===== config.mk =====
export PLATFORM = sky130hd
export DESIGN_NAME = di_tx_sched
export DESIGN_NICKNAME = d
export VERILOG_FILES = /design/src/rtl/di_tx_sched.sv
export SDC_FILE = /design/constraint.sdc
export NUM_CORES = 1
export LEC_CHECK = 0
export BUFFER_PORTS_ARGS = -buffer_cell sky130_fd_sc_hd__buf_2
export CAP_MARGIN = 20
export CORE_UTILIZATION = 49
export DETAILED_ROUTE_END_ITERATION = 8
export PLACE_DENSITY = 0.78
export SLEW_MARGIN = 5
export SYNTH_ARGS = -nofsm -noshare
export SYNTH_HDL_FRONTEND = slang
export SYNTH_SLANG_ARGS = --single-unit
export TNS_END_PERCENT = 50

===== constraint.sdc =====
create_clock -name clk -period 1.9 [get_ports clk]
set_clock_uncertainty 0.1 [all_clocks]
set_input_delay 0.38 -clock clk [delete_from_list [all_inputs] [get_ports clk]]
set_output_delay 0.38 -clock clk [all_outputs]
set_load 0.03 [all_outputs]

===== src/rtl/di_tx_sched.sv =====
// rtl/di_tx_sched.sv - UART transmit scheduler for time reports and the optional alarm message.
// Alarm edge detection, its request latch and the "ALARM\r\n" message exist only with DI_TX_ALARM_MSG_EN.
module di_tx_sched #(
  parameter int MSG_LEN = 7,
  parameter int GAP_CYC = 2
) (
  input  logic       clk,
  input  logic       rst,
  input  logic       oneSecStrb,
  input  logic       dicRun,
  input  logic       dicAlarmTrig,
  input  logic [3:0] di_Mtens,
  input  logic [3:0] di_Mones,
  input  logic [3:0] di_Stens,
  input  logic [3:0] di_Sones,
  input  logic       bu_tx_busy,
  output logic       L3_tx_data_rdy,
  output logic [7:0] L3_tx_data,
  output logic       di_txDrop,
  output logic       di_txBusy
);

  typedef enum logic [1:0] {IDLE, LOAD, SEND, GAP} state_t;

  localparam logic [2:0] LAST_IDX = 3'(MSG_LEN - 1);
  localparam logic [7:0] GAP_LAST = 8'(GAP_CYC - 2);

  state_t     state, state_nxt;
  logic       time_req;
  logic       time_ev;
  logic       pending;
  logic       grant_time;
  logic       send;
  logic [2:0] idx;
  logic [7:0] gap_cnt;
  logic [7:0] data_q;
  logic [7:0] time_byte;
  logic [7:0] cur_byte;
  logic [3:0] snap_mt, snap_mo, snap_st, snap_so;

  assign time_ev = oneSecStrb & dicRun;

`ifdef DI_TX_ALARM_MSG_EN
  logic       alarm_req;
  logic       trig_q;
  logic       alarm_edge;
  logic       grant_alarm;
  logic       msg_alarm;
  logic [7:0] alarm_byte;

  assign alarm_edge  = dicAlarmTrig & ~trig_q;
  assign pending     = alarm_req | time_req;
  assign grant_alarm = (state == IDLE) & alarm_req;
  assign grant_time  = (state == IDLE) & ~alarm_req & time_req;

  always_ff @(posedge clk) begin
    if (rst) begin
      alarm_req <= 1'b0;
      trig_q    <= 1'b0;
      msg_alarm <= 1'b0;
    end else begin
      trig_q <= dicAlarmTrig;
      if (alarm_edge)
        alarm_req <= 1'b1;
      else if (grant_alarm)
        alarm_req <= 1'b0;
      if (state == IDLE && pending)
        msg_alarm <= alarm_req;
    end
  end

  always_comb begin
    alarm_byte = 8'h0A;
    case (idx)
      3'd0: alarm_byte = 8'h41;
      3'd1: alarm_byte = 8'h4C;
      3'd2: alarm_byte = 8'h41;
      3'd3: alarm_byte = 8'h52;
      3'd4: alarm_byte = 8'h4D;
      3'd5: alarm_byte = 8'h0D;
      default: alarm_byte = 8'h0A;
    endcase
  end

  assign cur_byte = msg_alarm ? alarm_byte : time_byte;
`else
  logic unused_trig;
  assign unused_trig = dicAlarmTrig;
  assign pending     = time_req;
  assign grant_time  = (state == IDLE) & time_req;
  assign cur_byte    = time_byte;
`endif

  // Digits above 9 pass straight through as 0x30|d.
  always_comb begin
    time_byte = 8'h0A;
    case (idx)
      3'd0: time_byte = 8'h30 | {4'h0, snap_mt};
      3'd1: time_byte = 8'h30 | {4'h0, snap_mo};
      3'd2: time_byte = 8'h3A;
      3'd3: time_byte = 8'h30 | {4'h0, snap_st};
      3'd4: time_byte = 8'h30 | {4'h0, snap_so};
      3'd5: time_byte = 8'h0D;
      default: time_byte = 8'h0A;
    endcase
  end

  always_ff @(posedge clk) begin
    if (rst)
      state <= IDLE;
    else
      state <= state_nxt;
  end

  always_comb begin
    state_nxt = state;
    case (state)
      IDLE: if (pending) state_nxt = LOAD;
      LOAD: state_nxt = SEND;
      SEND: if (!bu_tx_busy) state_nxt = GAP;
      GAP: begin
        if (gap_cnt == GAP_LAST)
          state_nxt = (idx == LAST_IDX) ? IDLE : SEND;
      end
      default: state_nxt = IDLE;
    endcase
  end

  always_comb begin
    send           = (state == SEND) & ~bu_tx_busy;
    L3_tx_data_rdy = send;
    L3_tx_data     = send ? cur_byte : data_q;
    di_txBusy      = (state != IDLE);
  end

  // A strobe landing in the grant cycle re-arms the latch instead of counting as an overrun.
  always_ff @(posedge clk) begin
    if (rst) begin
      time_req  <= 1'b0;
      di_txDrop <= 1'b0;
      idx       <= 3'd0;
      gap_cnt   <= 8'd0;
      data_q    <= 8'h00;
      snap_mt   <= 4'd0;
      snap_mo   <= 4'd0;
      snap_st   <= 4'd0;
      snap_so   <= 4'd0;
    end else begin
      di_txDrop <= time_ev & time_req & ~grant_time;
      if (time_ev)
        time_req <= 1'b1;
      else if (grant_time)
        time_req <= 1'b0;
      if (state == LOAD) begin
        idx     <= 3'd0;
        snap_mt <= di_Mtens;
        snap_mo <= di_Mones;
        snap_st <= di_Stens;
        snap_so <= di_Sones;
      end
      if (send) begin
        data_q  <= cur_byte;
        gap_cnt <= 8'd0;
      end
      if (state == GAP) begin
        if (gap_cnt == GAP_LAST) begin
          if (idx != LAST_IDX)
            idx <= idx + 3'd1;
        end else begin
          gap_cnt <= gap_cnt + 8'd1;
        end
      end
    end
  end

endmodule


## Word-level counts from Yosys, hierarchy flattened

Index checks and enable logic that the tools add are counted.

| storage, ports and cells | value |
|---|---|
| bits of input ports | 22 |
| output and inout bits | 11 |
| logic and storage cells | 54 |
| bits in registers | 39 |

| cells by class | value |
|---|---|
| equal/unequal tests | 13 |
| mux-type cells | 16 |
| reductions and logical operators | 6 |
| bitwise logic cells | 7 |
| add/sub/neg operators | 2 |

Operators by type and width:

| cell | count |
|---|---|
| 6-bit case mux with 6 select lines | 1 |
| 8-bit two-way mux | 4 |
| 3-bit two-way mux | 4 |
| 3-bit == test, second input constant | 3 |
| 8-bit by 1-bit adder with 8-bit output, second input constant | 1 |
| 8-bit logical NOT | 1 |
| 2-bit two-way mux | 4 |
| 2-bit case mux with 4 select lines | 1 |
| 3-bit by 2-bit == test with 1-bit output, second input constant | 2 |
| 2-bit != test, second input constant | 3 |
| 1-bit AND | 5 |
| 2-bit == test, second input constant | 2 |
| 2-bit nonzero test | 2 |
| 3-bit by 1-bit adder with 3-bit output, second input constant | 1 |
| 3-bit by 1-bit == test with 1-bit output, second input constant | 1 |
| 3-bit logical NOT | 1 |
| 3-bit != test, second input constant | 1 |
| 3-bit AND reduction | 1 |
| 2-bit by 1-bit == test with 1-bit output, second input constant | 1 |
| 2-bit logical NOT | 1 |
| 1-bit two-way mux | 2 |
| 1-bit inverter | 2 |

## Logic depth before layout (Yosys ltp)

Gate-level depths: netlist of run 1.

| depth | value |
|---|---|
| depth after elaboration | 5 |
| mapped depth | 7 |
| depth with buffers taken out | 6 |

## Worst setup path before layout of run 1

No wires, ideal clock.

| path | value |
|---|---|
| path type | flip-flop to output port |
| from | reg idx[2] |
| to | out L3_tx_data[2] |
| required time | 1.420 ns |
| arrival | 1.553 ns |
| cell stages (with the launch flop) | 7 |
| path buffers | 1 |
| slack | -0.133 ns |
| cell sequence | dfxtp_1 buf_2 inv_1 ha_1 a32o_1 o31ai_1 nand2_1 |

| between the ends | value |
|---|---|
| cells in the longest elaborated chain, start to end | 3 |
| elaborated cells between the ends (all ways) | 8 |
| those cells by class | eq/ne: 5; mux: 2; reduce/logical: 1 |

Ends and longest elaborated chain:

| item | RTL line | RTL |
|---|---|---|
| start, declared | 34 | `logic [2:0] idx;` |
| start signal, assigned | 168 | `idx <= idx + 3'd1;` |
| 3-bit == test (tied with other cells) | 97 | `case (idx)` |
| 6-bit case mux with 6 select lines (*) | 97 |  |
| 8-bit two-way mux (*) | - |  |
| end, declared | 18 | `output logic [7:0] L3_tx_data,` |

Every way passes the cells marked *; elsewhere a longest branch is shown, timed or not.

## Worst setup path in the final report of run 1

| path | value |
|---|---|
| from | reg idx[0] |
| to | out L3_tx_data[0] |

The elaborated chain is that of the path after synthesis.

==> summary.txt, run 1 <==
Run status
  – Status: finished with violations
  – Failing checks: setup timing

Worst setup path
  – CP arrival: ~1800 ps
  – Reg-to-reg startpoint: state[1]
  – R2r setup slk: 90 ps
  – Crit-path leading delay family: compound AO/OA/AOI/OAI gates
  – Delay of the slowest critical-path stage: 390 ps
  – Startpoint types: flip-flop
  – Critical path's slowest cell: dfxtp_4
  – Worst path cell trace: ha_4 -> ha_4 -> a221o_1 -> a22o_4 -> buf_6
  – Worst-path maximum fanout: 4
  – Reg2Reg Depth: 8
  – FF-to-FF End: gap_cnt[5]
  – WP buf/inv: 1
  – Crit path capture type: primary output
  – CP Class: reg2out
  – Critical Path RT: 1420 ps
  – Most used cell, CP: ha_4

Final layout
  – Final Cell Area: between 2000 and 2500 sq um
  – Layout cell share with drive strength beyond 1: 0.3472
  – # nets final: about 290
  – Fin cells: approximately 310
  – Final Util: 0.6956
  – ANT cells: 0
  – Synth-to-Final Area Change: 32.80%

Route
  – Drc violations: 0
  – Post-route ant nets: 0
  – WL final: 4332 um
  – Via density: 5.395
  – Routed len/inst: 13.93 um
  – Vias: roughly 1700
  – DRT iter0 DRCs: 54
  – DRT Pass-1 Iters: 4

Global route
  – Global-route wire length before repair: 7500 um
  – Gr usage total: 0.2481
  – Gr ovfl total: 0
  – Initial antenna violation count: 0
  – Largest net degree at the start of global routing: 24
  – Vias in the first global route: 1604

Logic synthesis
  – Yosys warnings: 0
  – Async SR Flop Fraction: 0
  – Syn Std Cell Area: around 1800 sq um
  – Sequential element share of the synthesized area: 0.4364
  – Syn_nets: 243
  – Largest cells by area after synthesis: dfxtp_1 (44%), nand2_1 (9.4%), a21oi_1 (7.3%)
  – Top cell type's share of synthesized area: 0.4364
  – Synth cell types: 43
  – EDFF count, synth: 0
  – Cells after synthesis: roughly 210
  – Post-synth top cells: nand2_1 (45), dfxtp_1 (39), a21oi_1 (26), nand3_1 (10), clkbuf_1 (8)
  – Most frequent cell after synthesis: nand2_1
  – Post-synthesis sequential element count: 39
  – Main flop type after synthesis: dfxtp_1
  – Yosys top cell by area: dfxtp_1
  – Syn_area_per_cell: 8.361 sq um

STA
  – TNS Setup: -2445 ps
  – Count of final hold-check violations: 0
  – Worst slew margin: 0.6741
  – Worst setup margin: -356.6 ps
  – Worst Max-Slew Pin Slew: 487.8 ps
  – Minimum clock period after layout: ~2300 ps
  – Final Cycle Share: 1.188
  – Min Hold Slack: 147.7 ps
  – Max-slew violation count: 0
  – Peak Freq: 443.1 MHz
  – Unrepaired setup endpoints after global routing: yes
  – Final setup viols: 9

Worst hold path
  – Hold Path Sink: snap_so[1]
  – WHS Path Cells: 3
  – Hold Path Origin: di_Sones[1]
  – Hold Path Class: in2reg

Clock tree
  – Root buffer cell: clkbuf_4
  – Clk_lat worst skew: approximately 350 ps
  – Clock buffer depth: 2
  – Clk pin slew, worst setup/hold paths: about 110 ps
  – CTS tree: done
  – Hold_buf cts: 0
  – Htree depth: 2
  – CTS buffer count: 5
  – Clock tree sinks: 39

Die
  – Chip height: 62.43 um
  – Die X: 62.43 um
  – Top Ports: 33
  – Row count: 21
  – Starting Density: 0.5238
  – Core ar.: 3416 sq um
  – Total die area: 3897 sq um

Power and ir drop
  – Total power draw: approximately 1.5 mW
  – Total power per unit cell area: 647.7 nW/um^2
  – Pleak: 0.9190 nW
  – Peak supply drop: 0.0004285 V

Placed design
  – Hpwl dp: around 2800 um
  – Cells after DPL: 297
  – Post-Place Setup Slack: -190.2 ps
  – PortBufs: 31
  – Placed Instance Area: roughly 2100 sq um
  – GPL Wtd Cong: 0.8023

Run
  – Max cap viols: 0
final cells by class:
cell class	count	area (sq um)
Clock buffer	8	68.82
Fill cell	285	1040
Inverter	7	28.78
Multi-Input combinational cell	155	1018
Sequential cell	39	792.0
Tap cell	46	57.56
Timing Repair Buffer	56	410.4
per-layer routing:
| metal | up-vias | share of wire | global-route usage |
|---|---|---|---|
| li1 | 841 | - | - |
| met5 | - | 0 | 0 |
| met1 | 786 | 0.45 | 0.2979 |
| met3 | 8 | 0.046 | 0.06204 |
| met2 | 43 | 0.48 | 0.4171 |
| met4 | 0 | 0.021 | 0.1076 |
what timing repair did:
action,CTS,global route
pin swaps,10,1
gates resized for setup,41,5
setup endpoints to repair,9,11
buffers inserted,2,4
cell usage in the layout (no fill, tap or decap), drive strengths merged, types with 4 or more instances in the layout:
cell    instances
buf            56
o21a            5
nand2          45
nand4           4
nor2            7
dfxtp          39
nand3          10
ha              7
clkbuf          8
nor2b           8
a21oi          26
inv             7
where the power goes:
part	internal [mW]	total (mW)	leakage, nW	switching, mW
clock	0.218	0.481	0.0386	0.264
sequential	0.839	0.853	0.319	0.0134
combinational	0.0942	0.205	0.562	0.111
total	1.15	1.54	0.919	0.388
cell families (layout without fill, tap and decap cells):
group | count (synthesis) | count (layout) | share of synthesized area
fa+ha+maj | 7 | 7 | 0.04895
flops | 39 | 39 | 0.4364
xor+xnor | 1 | 1 | 0.004896
simple gates | 92 | 92 | 0.2566
buf+inv | 20 | 71 | 0.04615
mux | 5 | 5 | 0.03007
compound gates | 50 | 50 | 0.1769
worst reg2reg max path, stage by stage (launching register included):
cell and delay (ps):
dfxtp_2 340, or3b_4 420, buf_6 150, buf_4 120, buf_4 130, buf_4 150, o211ai_1 80, o31a_1 160
nor2_1 40
state kept, by name, summed over array words and instances, names as in the netlist:
signal / cells
gap_cnt: 8
idx: 3
snap_mo: 4
data_q: 8
snap_so: 4
snap_mt: 4
pending: 1
di_txDrop: 1
state: 2
snap_st: 4
worst max-delay path by stage:
stage,from,to,cells past startpoint
after floorplan,state[1],L3_tx_data[4],5
after global placement,bu_tx_busy,L3_tx_data[3],7
after CTS,idx[0],L3_tx_data[0],5
after global routing,idx[0],L3_tx_data[2],6
after detailed placement,bu_tx_busy,L3_tx_data[1],7
final,idx[0],L3_tx_data[0],5
No activity file was read; power rests on OpenSTA's default activity.
==> run 2: changes to the inputs <==
clock period = 2 ns   (was 1.9 ns; I/O delays follow)
==> run 2 against run 1 <==
The flow still finishes with violations (setup timing). Total power shrank 10%. Combinational power fell by 10%. Hold slack better by 17 ps. Cell count shrank 0.96%. Global-route usage decreased by 2.1 points. Critical path type unchanged.
==> summary.txt, run 2 (synthesis results as in run 1) <==
Run status
  – Status: finished with violations
  – Failing checks: setup timing

Clock tree
  – Clk pin slew, worst setup/hold paths: 120 ps
  – CTS buffer count: 5
  – Root buffer cell: clkbuf_4
  – CTS tree: done
  – Clock buffer depth: 2
  – Clock tree sinks: 39
  – Htree depth: 2
  – Clk_lat worst skew: 350 ps
  – Hold_buf cts: 0

STA
  – Worst Max-Slew Pin Slew: 423.2 ps
  – Count of final hold-check violations: 0
  – Unrepaired setup endpoints after global routing: yes
  – Final Cycle Share: 1.138
  – Worst slew margin: 0.7179
  – Minimum clock period after layout: 2277 ps
  – Max-slew violation count: 0
  – Final setup viols: 8
  – Min Hold Slack: 165.1 ps
  – Peak Freq: 439.2 MHz
  – Worst setup margin: -277.0 ps

Worst setup path
  – Crit path capture type: primary output
  – CP Class: reg2out
  – Worst-path maximum fanout: 5
  – Critical Path RT: 1500 ps
  – Startpoint types: flip-flop
  – CP arrival: around 1800 ps

Route
  – WL final: around 4000 um
  – Via density: about 5.2
  – DRT Pass-1 Iters: 4
  – Drc violations: 0
  – Vias: 1613
  – DRT iter0 DRCs: 76
  – Routed len/inst: 12.90 um
  – Post-route ant nets: 0

Placed design
  – PortBufs: 31
  – Hpwl dp: 2591 um
  – GPL Wtd Cong: 0.8216

Final layout
  – Commonest non-fill, non-tap cell in the layout: nand2_1
  – Most frequent cells in the layout: nand2_1 (44), dfxtp_1 (35), a21oi_1 (25)
  – Synth-to-Final Area Change: 31.19%
  – # nets final: 290
  – # fillers: 286
  – Biggest regs: data_q (8), gap_cnt (8)
  – ANT cells: 0
  – Layout cell share with drive strength beyond 1: 0.3244

Global route
  – Largest net degree at the start of global routing: 21
  – Initial antenna violation count: 0
  – Gr ovfl total: 0
  – Gr usage total: 0.2268
  – Global-route wire length before repair: 6796 um
  – Vias in the first global route: 1532

Power and ir drop
  – Total power per unit cell area: 588.2 nW/um^2
  – Pleak: just over 0.9 nW
  – Peak supply drop: 0.0005801 V
  – Total power draw: 1.381 mW

Die
  – Die X: 62.43 um
  – Top Ports: 33
  – Row count: 21
  – Starting Density: 0.5238
  – Core ar.: 3416 sq um
  – Total die area: 3897 sq um
  – Chip height: 62.43 um

Run
  – Max cap viols: 0

Worst hold path
  – Hold Path Class: in2reg
==> run 2: where the power goes <==
part	switching [mW]	internal (mW)	leakage (nW)	total, mW
Sequential	0.0115	0.796	0.318	0.808
Combinational	0.100	0.0833	0.558	0.184
Clock	0.252	0.137	0.0293	0.389
==> run 2: layout make-up <==
type | count | area (sq um) | area share
multi-input combinational | 155 | 1026 | 0.4371
tap | 46 | 57.56 | 0.02452
sequential | 39 | 793.3 | 0.3380
clock inverter | 1 | 5.005 | 0.002132
timing repair buffer | 53 | 391.6 | 0.1668
inverter | 7 | 28.78 | 0.01226
clock buffer | 7 | 45.04 | 0.01919
==> run 2: worst max-delay path, stage by stage, from the launching register on <==
cell and delay [ps]:
dfxtp_4 380, buf_6 110, mux2_4 280, a221o_1 300
o22a_1 200, buf_6 140
==> run 2: layer usage <==
layer / global-route usage / up-vias / part of all wire
met3: 0.04380 / 6 / 0.030
met4: 0.1221 / 0 / 0.021
met1: 0.2816 / 738 / 0.44
li1: - / 835 / -
met2: 0.3696 / 34 / 0.50
met5: 0 / - / 0
==> run 2: metrics by stage <==
step	utilization	setup slack, ps	instance area, sq um	std cells	TNS (ps)
2_1_floorplan	-	-11.41	1797	214	-11.41
3_3_place_gp	0.6114	-102.2	2088	296	-378.3
3_5_place_dp	0.6114	-94.55	2088	296	-401.9
4_1_cts	0.6689	-301.8	2285	306	-1464
5_1_grt	0.6872	-358.1	2347	308	-1845
6_report	0.6872	-277.0	2347	308	-1314
==> run 2: what timing repair did <==
action                                  in CTS  in global routing
gates resized for setup                     39                 13
endpoints found under the setup margin       9                 11
buffers inserted                             2                  2
hold endpoints to repair                     0                  0
pin swaps                                   12                  6
==> run 2: final timing paths <==
kind / slack (ps) / to / start / cells after the start
worst min-delay path: 170 / snap_st[0] / di_Stens[0] / 3
worst min register to register: 360 / snap_st[3] / snap_st[3] / 2
worst max register to register: 240 / idx[2] / gap_cnt[0] / 6
worst max-delay path: -280 / L3_tx_data[3] / idx[2] / 5
